## config.mk

```make
export PLATFORM = sky130hd
export DESIGN_NAME = divmmc_spi_master_flat
export DESIGN_NICKNAME = d
export VERILOG_FILES = /design/src/rtl/divmmc_spi_master_if.sv /design/src/rtl/divmmc_spi_master.sv /design/src/flat_wrapper.sv
export SDC_FILE = /design/constraint.sdc
export NUM_CORES = 1
export LEC_CHECK = 0
export ABC_AREA = 1
export CORE_ASPECT_RATIO = 1.5
export CORE_UTILIZATION = 48
export CTS_BUF_LIST = sky130_fd_sc_hd__clkbuf_16
export DETAILED_ROUTE_END_ITERATION = 8
export DONT_BUFFER_PORTS = 1
export PLACE_DENSITY = 0.6
export RECOVER_POWER = 25
export SKIP_LAST_GASP = 1
export SLEW_MARGIN = 0
export SYNTH_ARGS = -nofsm -noshare
export SYNTH_HDL_FRONTEND = slang
export SYNTH_SLANG_ARGS = --single-unit
```

## constraint.sdc

```tcl
create_clock -name clock -period 3.1 [get_ports clock]
set_input_delay 0.62 -clock clock [delete_from_list [all_inputs] [get_ports clock]]
set_output_delay 0.62 -clock clock [all_outputs]
set_load 0.005 [all_outputs]
```

## src/rtl/divmmc_spi_master_if.sv

```systemverilog
// CPU-port side bundle of the DivMMC SPI master.
// Optional feature macro used by the master: SPI_AUTOREAD_EN.
interface divmmc_spi_master_if;
  logic       cs_wr;
  logic       cs_d;
  logic       tx_wr;
  logic [7:0] tx_d;
  logic       rx_rd;
  logic [7:0] rx_q;
  logic       busy;
  logic       done;

  modport master (
    output cs_wr, cs_d, tx_wr, tx_d, rx_rd,
    input  rx_q, busy, done
  );

  modport slave (
    input  cs_wr, cs_d, tx_wr, tx_d, rx_rd,
    output rx_q, busy, done
  );
endinterface

```

## src/rtl/divmmc_spi_master.sv

```systemverilog
// DivMMC byte-wide SPI master, mode 0, MSB first.
// Optional macro SPI_AUTOREAD_EN: rx_rd in IDLE clocks out 0xFF.
module divmmc_spi_master #(
  parameter int CLKDIV = 2
) (
  input  logic                       clock,
  input  logic                       reset,
  divmmc_spi_master_if.slave         bus,
  output logic                       usdCk,
  output logic                       usdCs,
  output logic                       usdMosi,
  input  logic                       usdMiso
);

  localparam int DW = (CLKDIV > 1) ? $clog2(CLKDIV) : 1;
  localparam logic [DW-1:0] LAST = DW'(CLKDIV - 1);

  typedef enum logic [1:0] {
    IDLE,
    LOW,
    HIGH
  } state_t;

  state_t state, state_n;

  logic [DW-1:0] div_q, div_n;
  logic [2:0]    bit_q, bit_n;
  logic [7:0]    sh_q, sh_n;
  logic [7:0]    rx_r, rx_n;
  logic          busy_q, busy_n;
  logic          done_q, done_n;
  logic          ck_q, ck_n;
  logic          cs_q, cs_n;
  logic          mosi_q, mosi_n;
  logic          pend_q, pend_n;
  logic          pd_q, pd_n;
  logic          start;
  logic [7:0]    start_d;

  // Transfer request decode: a port write, or an auto-read.
`ifdef SPI_AUTOREAD_EN
  assign start   = bus.tx_wr | bus.rx_rd;
  assign start_d = bus.tx_wr ? bus.tx_d : 8'hFF;
`else
  logic unused_rd;
  assign unused_rd = bus.rx_rd;
  assign start     = bus.tx_wr;
  assign start_d   = bus.tx_d;
`endif

  // Next-state and datapath for the SCK sequencer and CS register.
  always_comb begin
    state_n = state;
    div_n   = div_q;
    bit_n   = bit_q;
    sh_n    = sh_q;
    rx_n    = rx_r;
    busy_n  = busy_q;
    done_n  = 1'b0;
    ck_n    = ck_q;
    cs_n    = cs_q;
    mosi_n  = mosi_q;
    pend_n  = pend_q;
    pd_n    = pd_q;

    if (bus.cs_wr) begin
      if (state == IDLE) begin
        cs_n = bus.cs_d;
      end else begin
        pend_n = 1'b1;
        pd_n   = bus.cs_d;
      end
    end

    unique case (state)
      IDLE: begin
        ck_n = 1'b0;
        if (start) begin
          state_n = LOW;
          busy_n  = 1'b1;
          mosi_n  = start_d[7];
          sh_n    = start_d;
          div_n   = '0;
          bit_n   = '0;
        end
      end
      LOW: begin
        if (div_q == LAST) begin
          state_n = HIGH;
          ck_n    = 1'b1;
          sh_n    = {sh_q[6:0], usdMiso};
          div_n   = '0;
        end else begin
          div_n = div_q + 1'b1;
        end
      end
      HIGH: begin
        if (div_q == LAST) begin
          div_n = '0;
          ck_n  = 1'b0;
          if (bit_q == 3'd7) begin
            state_n = IDLE;
            busy_n  = 1'b0;
            done_n  = 1'b1;
            rx_n    = sh_q;
            bit_n   = '0;
            pend_n  = 1'b0;
            if (bus.cs_wr) begin
              cs_n = bus.cs_d;
            end else if (pend_q) begin
              cs_n = pd_q;
            end
          end else begin
            state_n = LOW;
            mosi_n  = sh_q[7];
            bit_n   = bit_q + 1'b1;
          end
        end else begin
          div_n = div_q + 1'b1;
        end
      end
      default: begin
        state_n = IDLE;
      end
    endcase
  end

  // State and datapath registers; reset abandons any byte in flight.
  always_ff @(posedge clock or posedge reset) begin
    if (reset) begin
      state  <= IDLE;
      div_q  <= '0;
      bit_q  <= '0;
      sh_q   <= '0;
      rx_r   <= 8'hFF;
      busy_q <= 1'b0;
      done_q <= 1'b0;
      ck_q   <= 1'b0;
      cs_q   <= 1'b1;
      mosi_q <= 1'b1;
      pend_q <= 1'b0;
      pd_q   <= 1'b1;
    end else begin
      state  <= state_n;
      div_q  <= div_n;
      bit_q  <= bit_n;
      sh_q   <= sh_n;
      rx_r   <= rx_n;
      busy_q <= busy_n;
      done_q <= done_n;
      ck_q   <= ck_n;
      cs_q   <= cs_n;
      mosi_q <= mosi_n;
      pend_q <= pend_n;
      pd_q   <= pd_n;
    end
  end

  assign bus.rx_q = rx_r;
  assign bus.busy = busy_q;
  assign bus.done = done_q;
  assign usdCk    = ck_q;
  assign usdCs    = cs_q;
  assign usdMosi  = mosi_q;

endmodule

```

## src/flat_wrapper.sv

```systemverilog
// flat-port wrapper written by rule: the top's interface ports become plain ports
module divmmc_spi_master_flat 
#(
  parameter int CLKDIV = 2
)
  (clock, reset, usdCk, usdCs, usdMosi, usdMiso, bus_cs_wr, bus_cs_d, bus_tx_wr, bus_tx_d, bus_rx_rd, bus_rx_q, bus_busy, bus_done);
  divmmc_spi_master_if bus_i ();
  input  logic clock;
  input  logic reset;
  output logic usdCk;
  output logic usdCs;
  output logic usdMosi;
  input  logic usdMiso;
  input wire logic [$bits(bus_i.cs_wr)-1:0] bus_cs_wr;
  input wire logic [$bits(bus_i.cs_d)-1:0] bus_cs_d;
  input wire logic [$bits(bus_i.tx_wr)-1:0] bus_tx_wr;
  input wire logic [$bits(bus_i.tx_d)-1:0] bus_tx_d;
  input wire logic [$bits(bus_i.rx_rd)-1:0] bus_rx_rd;
  output wire logic [$bits(bus_i.rx_q)-1:0] bus_rx_q;
  output wire logic [$bits(bus_i.busy)-1:0] bus_busy;
  output wire logic [$bits(bus_i.done)-1:0] bus_done;
  assign bus_i.cs_wr = bus_cs_wr;
  assign bus_i.cs_d = bus_cs_d;
  assign bus_i.tx_wr = bus_tx_wr;
  assign bus_i.tx_d = bus_tx_d;
  assign bus_i.rx_rd = bus_rx_rd;
  assign bus_rx_q = bus_i.rx_q;
  assign bus_busy = bus_i.busy;
  assign bus_done = bus_i.done;
  divmmc_spi_master #(.CLKDIV(CLKDIV)) u_core (.clock(clock), .reset(reset), .bus(bus_i), .usdCk(usdCk), .usdCs(usdCs), .usdMosi(usdMosi), .usdMiso(usdMiso));
endmodule
```

==> results.yml, run 1 <==
run_status:
  status: "completed"
drt:
  num_vias: 1089
  first_pass_iters: 4
  drc_errors: 0
  wl_per_cell_um: 13.33
  vias_per_cell: 5.065
  routed_wl_um: 2867
  drt-initial-drc-count: 30
  ant_nets: 0
setup_path:
  crit_fanout: 17
  endpoint_kind: "flop"
  start_kind: "flop"
  r2r_cells: 5
  cp_slowest_cell: "o211ai_2"
  cp.arrival_ns: 2.03
  worstPathCellList: "inv_1 -> ha_1 -> o211ai_2 -> nand2_1 -> o21ai_1"
  critPathKind: "flop to flop"
  required_ns: 3.29
  cp_slowest_stage_delay_ns: 0.68
synth:
  synth_area_per_cell_sq_um: 8.444
  ys_warn_count: 0
  syn_area_sq_um: 1444
  ys_ff_latch: 29
  syn-num-nets: 193
  synthCells: 171
  seq_area_frac_synth_pct: 51.21
  synth.distinct_cells: 22
global_routing:
  grt_util_all_layers_pct: 21.70
  grt_pass1_vias: 1144
  grt_overflow_total: 0
  grt_pass1_wl_um: 4871
  antenna_found_initial: 0
  grt_max_degree: 28
power:
  ir_drop_mv: 0.5092
  power_density_nw_per_um2: 1043
  p_leak_nw: 0.7921
cts:
  postCtsSetupBuffers: 0
  post_cts_resized: 0
  cts_buffers: 5
  clk_pin_slew_ns: 0.05
  htreeDepth: 2
  cts_hold_buf: 0
  clk_path_buf_depth: 2
  cts_sinks: 29
  cts_tree: "built"
  clock_latency_ns: 0.27
  clock-root-buffer: "clkbuf_16"
floorplan:
  die_w_um: 46.78
  initial_core_util_pct: 50.09
  num_rows: 24
  fp.dieH_um: 69.17
  core_region_area_sq_um: 2883
  pin_count: 28
  die_area_sq_um: 3236
sta:
  final-setup-viol-count: 0
  tightest_slew_ns: 0.9994
  skew_ns: 0.003445
  relSlewSlack_pct: 33.30
  min_period_ns: 1.840
  hold_viol: 0
  rsz0062_at_grt: "false"
  slew_viol_final: 0
  tns_ns: 0
  fin_crit_sh_pct: 59.34
  fmax_mhz: 543.6
place:
  hpwl_um: 2073
  dp.cells: 207
  gp_congestion: 0.8186
  numPortBuffers: 0
min_path:
  hold_path_class: "primary input to asynchronous set/reset pin"
cells_and_area:
  n_antenna_cell: 0
  area_growth_pct: 11.52
  fin_nets: 197
  fin_cells: 215
  drive_above_1_share_pct: 17.61
job:
  drv_cap: 0
sequential cells by signal, summed over array words and instances (netlist names):
register	count
u_core.bus.rx_q	8
u_core.pend_q	1
u_core.usdCs	1
u_core.div_q	1
u_core.state	2
u_core.bus.done	1
u_core.usdCk	1
u_core.sh_q	8
u_core.usdMosi	1
u_core.bus.busy	1
u_core.pd_q	1
u_core.bit_q	3
layer usage:
metal  up-vias  track usage, %  routed length (um)
met5         -               0                   0
met4         0           10.48                  74
met3         8           7.292                 148
met2        28           37.81                1586
met1       504           21.19                1057
li1        549               -                   -
cells in the mapped netlist:
cell type | number | share of area, %
nand2_1 | 55 | 14
ha_1 | 7 | 6.1
buf_6 | 1 | 0.78
a21oi_1 | 3 | 1.0
nor2_1 | 7 | 1.8
a21oi_2 | 1 | 0.61
o21ai_0 | 11 | 3.8
o211ai_2 | 1 | 0.87
or2_2 | 1 | 0.43
dfstp_2 | 11 | 20
mux2_1 | 1 | 0.78
o21ai_1 | 16 | 5.5
nor2_2 | 1 | 0.43
dfrtp_1 | 18 | 31
or2_1 | 2 | 0.87
nand3_2 | 1 | 0.69
inv_2 | 5 | 1.3
nand3_1 | 7 | 2.4
nand2_2 | 2 | 0.87
buf_2 | 3 | 1.0
inv_1 | 15 | 3.9
o21ai_2 | 2 | 1.2
stage by stage:
stage / utilization (%) / worst slack [ns] / hold slack, ns / instance area, sq um / power, mW
3_5_place_dp: 51.13 / 1.225 / 0.4688 / 1474 / 1.253
3_3_place_gp: 51.13 / 1.280 / 0.4623 / 1474 / 1.217
5_1_grt: 55.86 / 1.044 / 0.4869 / 1610 / 1.825
2_1_floorplan: - / 1.733 / 0.4509 / 1444 / 1.132
4_1_cts: 55.86 / 1.214 / 0.4762 / 1610 / 1.703
6_report: 55.86 / 1.260 / 0.4720 / 1610 / 1.679
layout make-up:
type / instances / area (sq um)
clock buffers: 5 / 125.1
fillers: 283 / 1272
multi-input cells: 118 / 603.1
well taps: 39 / 48.80
flip-flops and latches: 29 / 739.5
repair buffers: 1 / 7.507
clock inverters: 3 / 11.26
inverters: 20 / 75.07
logic make-up after synthesis:
group	after synthesis	share of synthesized area (%)
AO/OA/AOI/OAI	34	13.08
adder cells (fa/ha/maj)	7	6.066
buffers and inverters	24	7.019
flip-flops	29	51.21
multiplexers	1	0.7798
AND/OR/NAND/NOR	76	21.84
worst paths after layout:
path                                    start                  to  slack, ns
setup / recovery              u_core.state[1]      u_core.sh_q[4]       1.26
hold reg to reg            u_core.bus.rx_q[6]  u_core.bus.rx_q[6]       0.48
max in group asynchronous               reset  u_core.bus.rx_q[5]       1.91
hold / removal                          reset     u_core.bit_q[1]       0.47
setup reg to reg              u_core.state[1]      u_core.sh_q[4]       1.26
min in group clock         u_core.bus.rx_q[6]  u_core.bus.rx_q[6]       0.48
power breakdown:
part / total (mW) / switching, mW / internal (mW)
Combinational: 0.640 / 0.420 / 0.219
Sequential: 0.598 / 0.0828 / 0.515
Clock: 0.441 / 0.155 / 0.287
worst max-delay path: cells and delay by family (launching register included):
kind                     cells  cell delay (ns)
AO/OA/AOI/OAI                2             0.78
adder cells (fa/ha/maj)      1             0.39
buffers and inverters        1             0.10
flip-flops                   1             0.37
AND/OR/NAND/NOR              1             0.12
placed cells by master (no fill, tap or decap), drive strengths merged, types with 4 or more instances in the layout:
| master | Yosys | final |
|---|---|---|
| inv | 20 | 23 |
| ha | 7 | 7 |
| nand2 | 57 | 57 |
| nand3 | 8 | 8 |
| dfstp | 11 | 11 |
| dfrtp | 18 | 18 |
| clkbuf | 0 | 5 |
| o21ai | 29 | 29 |
| a21oi | 4 | 4 |
| nor2 | 8 | 8 |
No activity file was read; power rests on OpenSTA's default activity.
==> run 2: changes to the inputs <==
==> constraint.sdc (replaced) <==
create_clock -name clock -period 1.85 [get_ports clock]
set_input_delay 0.37 -clock clock [delete_from_list [all_inputs] [get_ports clock]]
set_output_delay 0.37 -clock clock [all_outputs]
set_load 0.005 [all_outputs]
==> run 2 against run 1 <==
  * The flow now finishes with violations (max-capacitance violations, max-slew violations)
  * Highest routed layer unchanged
  * Wire length fell by 5.0%
  * Global-route usage fell by 1.4 points
  * Power rose by 71%
  * Largest power group unchanged
  * Count of clock-buffer cells in the layout did not move
  * Final area rose by 2.3%
  * Register-to-register slack got worse by 1.0 ns
  * Die area did not move
==> results.yml, run 2 (synthesis gave the netlist of run 1 again) <==
sta:
  tightest_slew_ns: 1.513
  min_period_ns: 1.602
  fin_crit_sh_pct: 86.60
  rsz0062_at_grt: "false"
  tns_ns: 0
  slew_viol_final: 30
  hold_viol: 0
  skew_ns: 0.004912
  fmax_mhz: 624.2
  relSlewSlack_pct: -0.8913
  worst_slack_ns: 0.2480
  final-setup-viol-count: 0
setup_path:
  cp.arrival_ns: 1.80
  crit_buf_inv: 2
  cp_slowest_cell: "dfrtp_1"
  start_kind: "flop"
  cpLargestDelayFamily: "flip-flops"
  required_ns: 2.05
  crit_fanout: 10
  critPathKind: "flop to flop"
  worstPathCellList: "inv_1 -> ha_1 -> nand3_2 -> buf_4 -> o21ai_1"
  endpoint_kind: "flop"
  cp_slowest_stage_delay_ns: 0.43
cts:
  cts_sinks: 29
  clock-root-buffer: "clkbuf_16"
  clock_latency_ns: 0.27
  postCtsSetupBuffers: 0
  clk_pin_slew_ns: 0.05
  cts_tree: "built"
  clk_path_buf_depth: 2
  post_cts_resized: 0
  htreeDepth: 2
  cts_buffers: 5
  cts_hold_buf: 0
global_routing:
  grt_util_all_layers_pct: 20.32
  grt_pass1_vias: 1092
  grt_max_degree: 30
  antenna_found_initial: 0
  grt_pass1_wl_um: 4719
  grt_overflow_total: 0
cells_and_area:
  final_util_pct: 57.12
  fin_cells: 220
  layout_commonest_cell: "nand2_1"
  n_antenna_cell: 0
  area_growth_pct: 14.04
  drive_above_1_share_pct: 20.44
  final_area_sq_um: 1647
  final_cell_mix: "55 x nand2_1, 18 x dfrtp_1, 16 x inv_1, 16 x o21ai_1"
  fin_nets: 202
drt:
  first_pass_iters: 4
  num_vias: 1107
  ant_nets: 0
  drc_errors: 0
  vias_per_cell: 5.032
  routed_wl_um: 2725
  wl_per_cell_um: 12.39
  drt-initial-drc-count: 18
min_path:
  hold_path_class: "primary input to flop"
floorplan:
  pin_count: 28
  initial_core_util_pct: 50.09
  die_w_um: 46.78
  die_area_sq_um: 3236
  fp.dieH_um: 69.17
  core_region_area_sq_um: 2883
  num_rows: 24
run_status:
  violations: "max-capacitance violations, max-slew violations"
  status: "complete, but fails checks"
place:
  numPortBuffers: 0
  place_area_sq_um: 1511
  place_ws_ns: 0.2657
  hpwl_um: 2048
  gp_congestion: 0.7853
  dp.cells: 212
power:
  ir_drop_mv: 1.252
  power_density_nw_per_um2: 1745
  p_leak_nw: 0.8084
job:
  drv_cap: 1
## run 2: cell count changes in the layout (fill, tap and decap cells not counted)
cell,delta
clkbuf_1,+1
buf_4,+4
inv_1,-2
clkinv_2,+2
## run 2: worst register-to-register path: stages, from the launching register on
cell	delay [ns]
dfrtp_1	0.43
inv_1	0.10
ha_1	0.36
nand3_2	0.27
buf_4	0.24
o21ai_1	0.13
## run 2: final cells by class
| class | instances | area [sq um] |
|---|---|---|
| clock inverter | 3 | 13.76 |
| timing repair buffer | 6 | 41.29 |
| inverter | 20 | 75.07 |
| sequential | 29 | 739.5 |
| multi-input combinational | 118 | 603.1 |
| tap | 39 | 48.80 |
| fill | 287 | 1236 |
| clock buffer | 5 | 125.1 |
## run 2: path summary, 6_finish.rpt
path | from | end | slack (ns) | depth (start not counted)
worst max-delay path | u_core.state[0] | u_core.bus.rx_q[0] | 0.25 | 5
worst min-delay path | bus_cs_d | u_core.pd_q | 0.24 | 1
worst max register to register | u_core.state[0] | u_core.bus.rx_q[0] | 0.25 | 5
worst min register to register | u_core.usdMosi | u_core.usdMosi | 0.47 | 2
max in group asynchronous | reset | u_core.sh_q[7] | 0.46 | 2
min in group asynchronous | reset | u_core.bus.done | 0.51 | 2
## run 2: per-stage QoR
stage / power [mW] / hold WS, ns
after floorplan: 1.896 / 0.4400
after global placement: 2.111 / 0.3504
after detailed placement: 2.145 / 0.3530
after CTS: 2.906 / 0.06273
after global routing: 3.135 / 0.2374
final: 2.873 / 0.2372
## run 2: layer usage
metal,part of all wire [%],track usage (%),vias up
met4,2.1,8.571,0
met3,4.3,5.729,6
met5,0,0,-
met1,40,23.96,520
li1,-,-,560
met2,53,33.02,21
## run 2: report_power, final
part           switching (mW)  internal [mW]  total (mW)
clock                   0.264          0.486       0.750
combinational           0.694          0.423        1.12
sequential              0.143          0.864        1.01
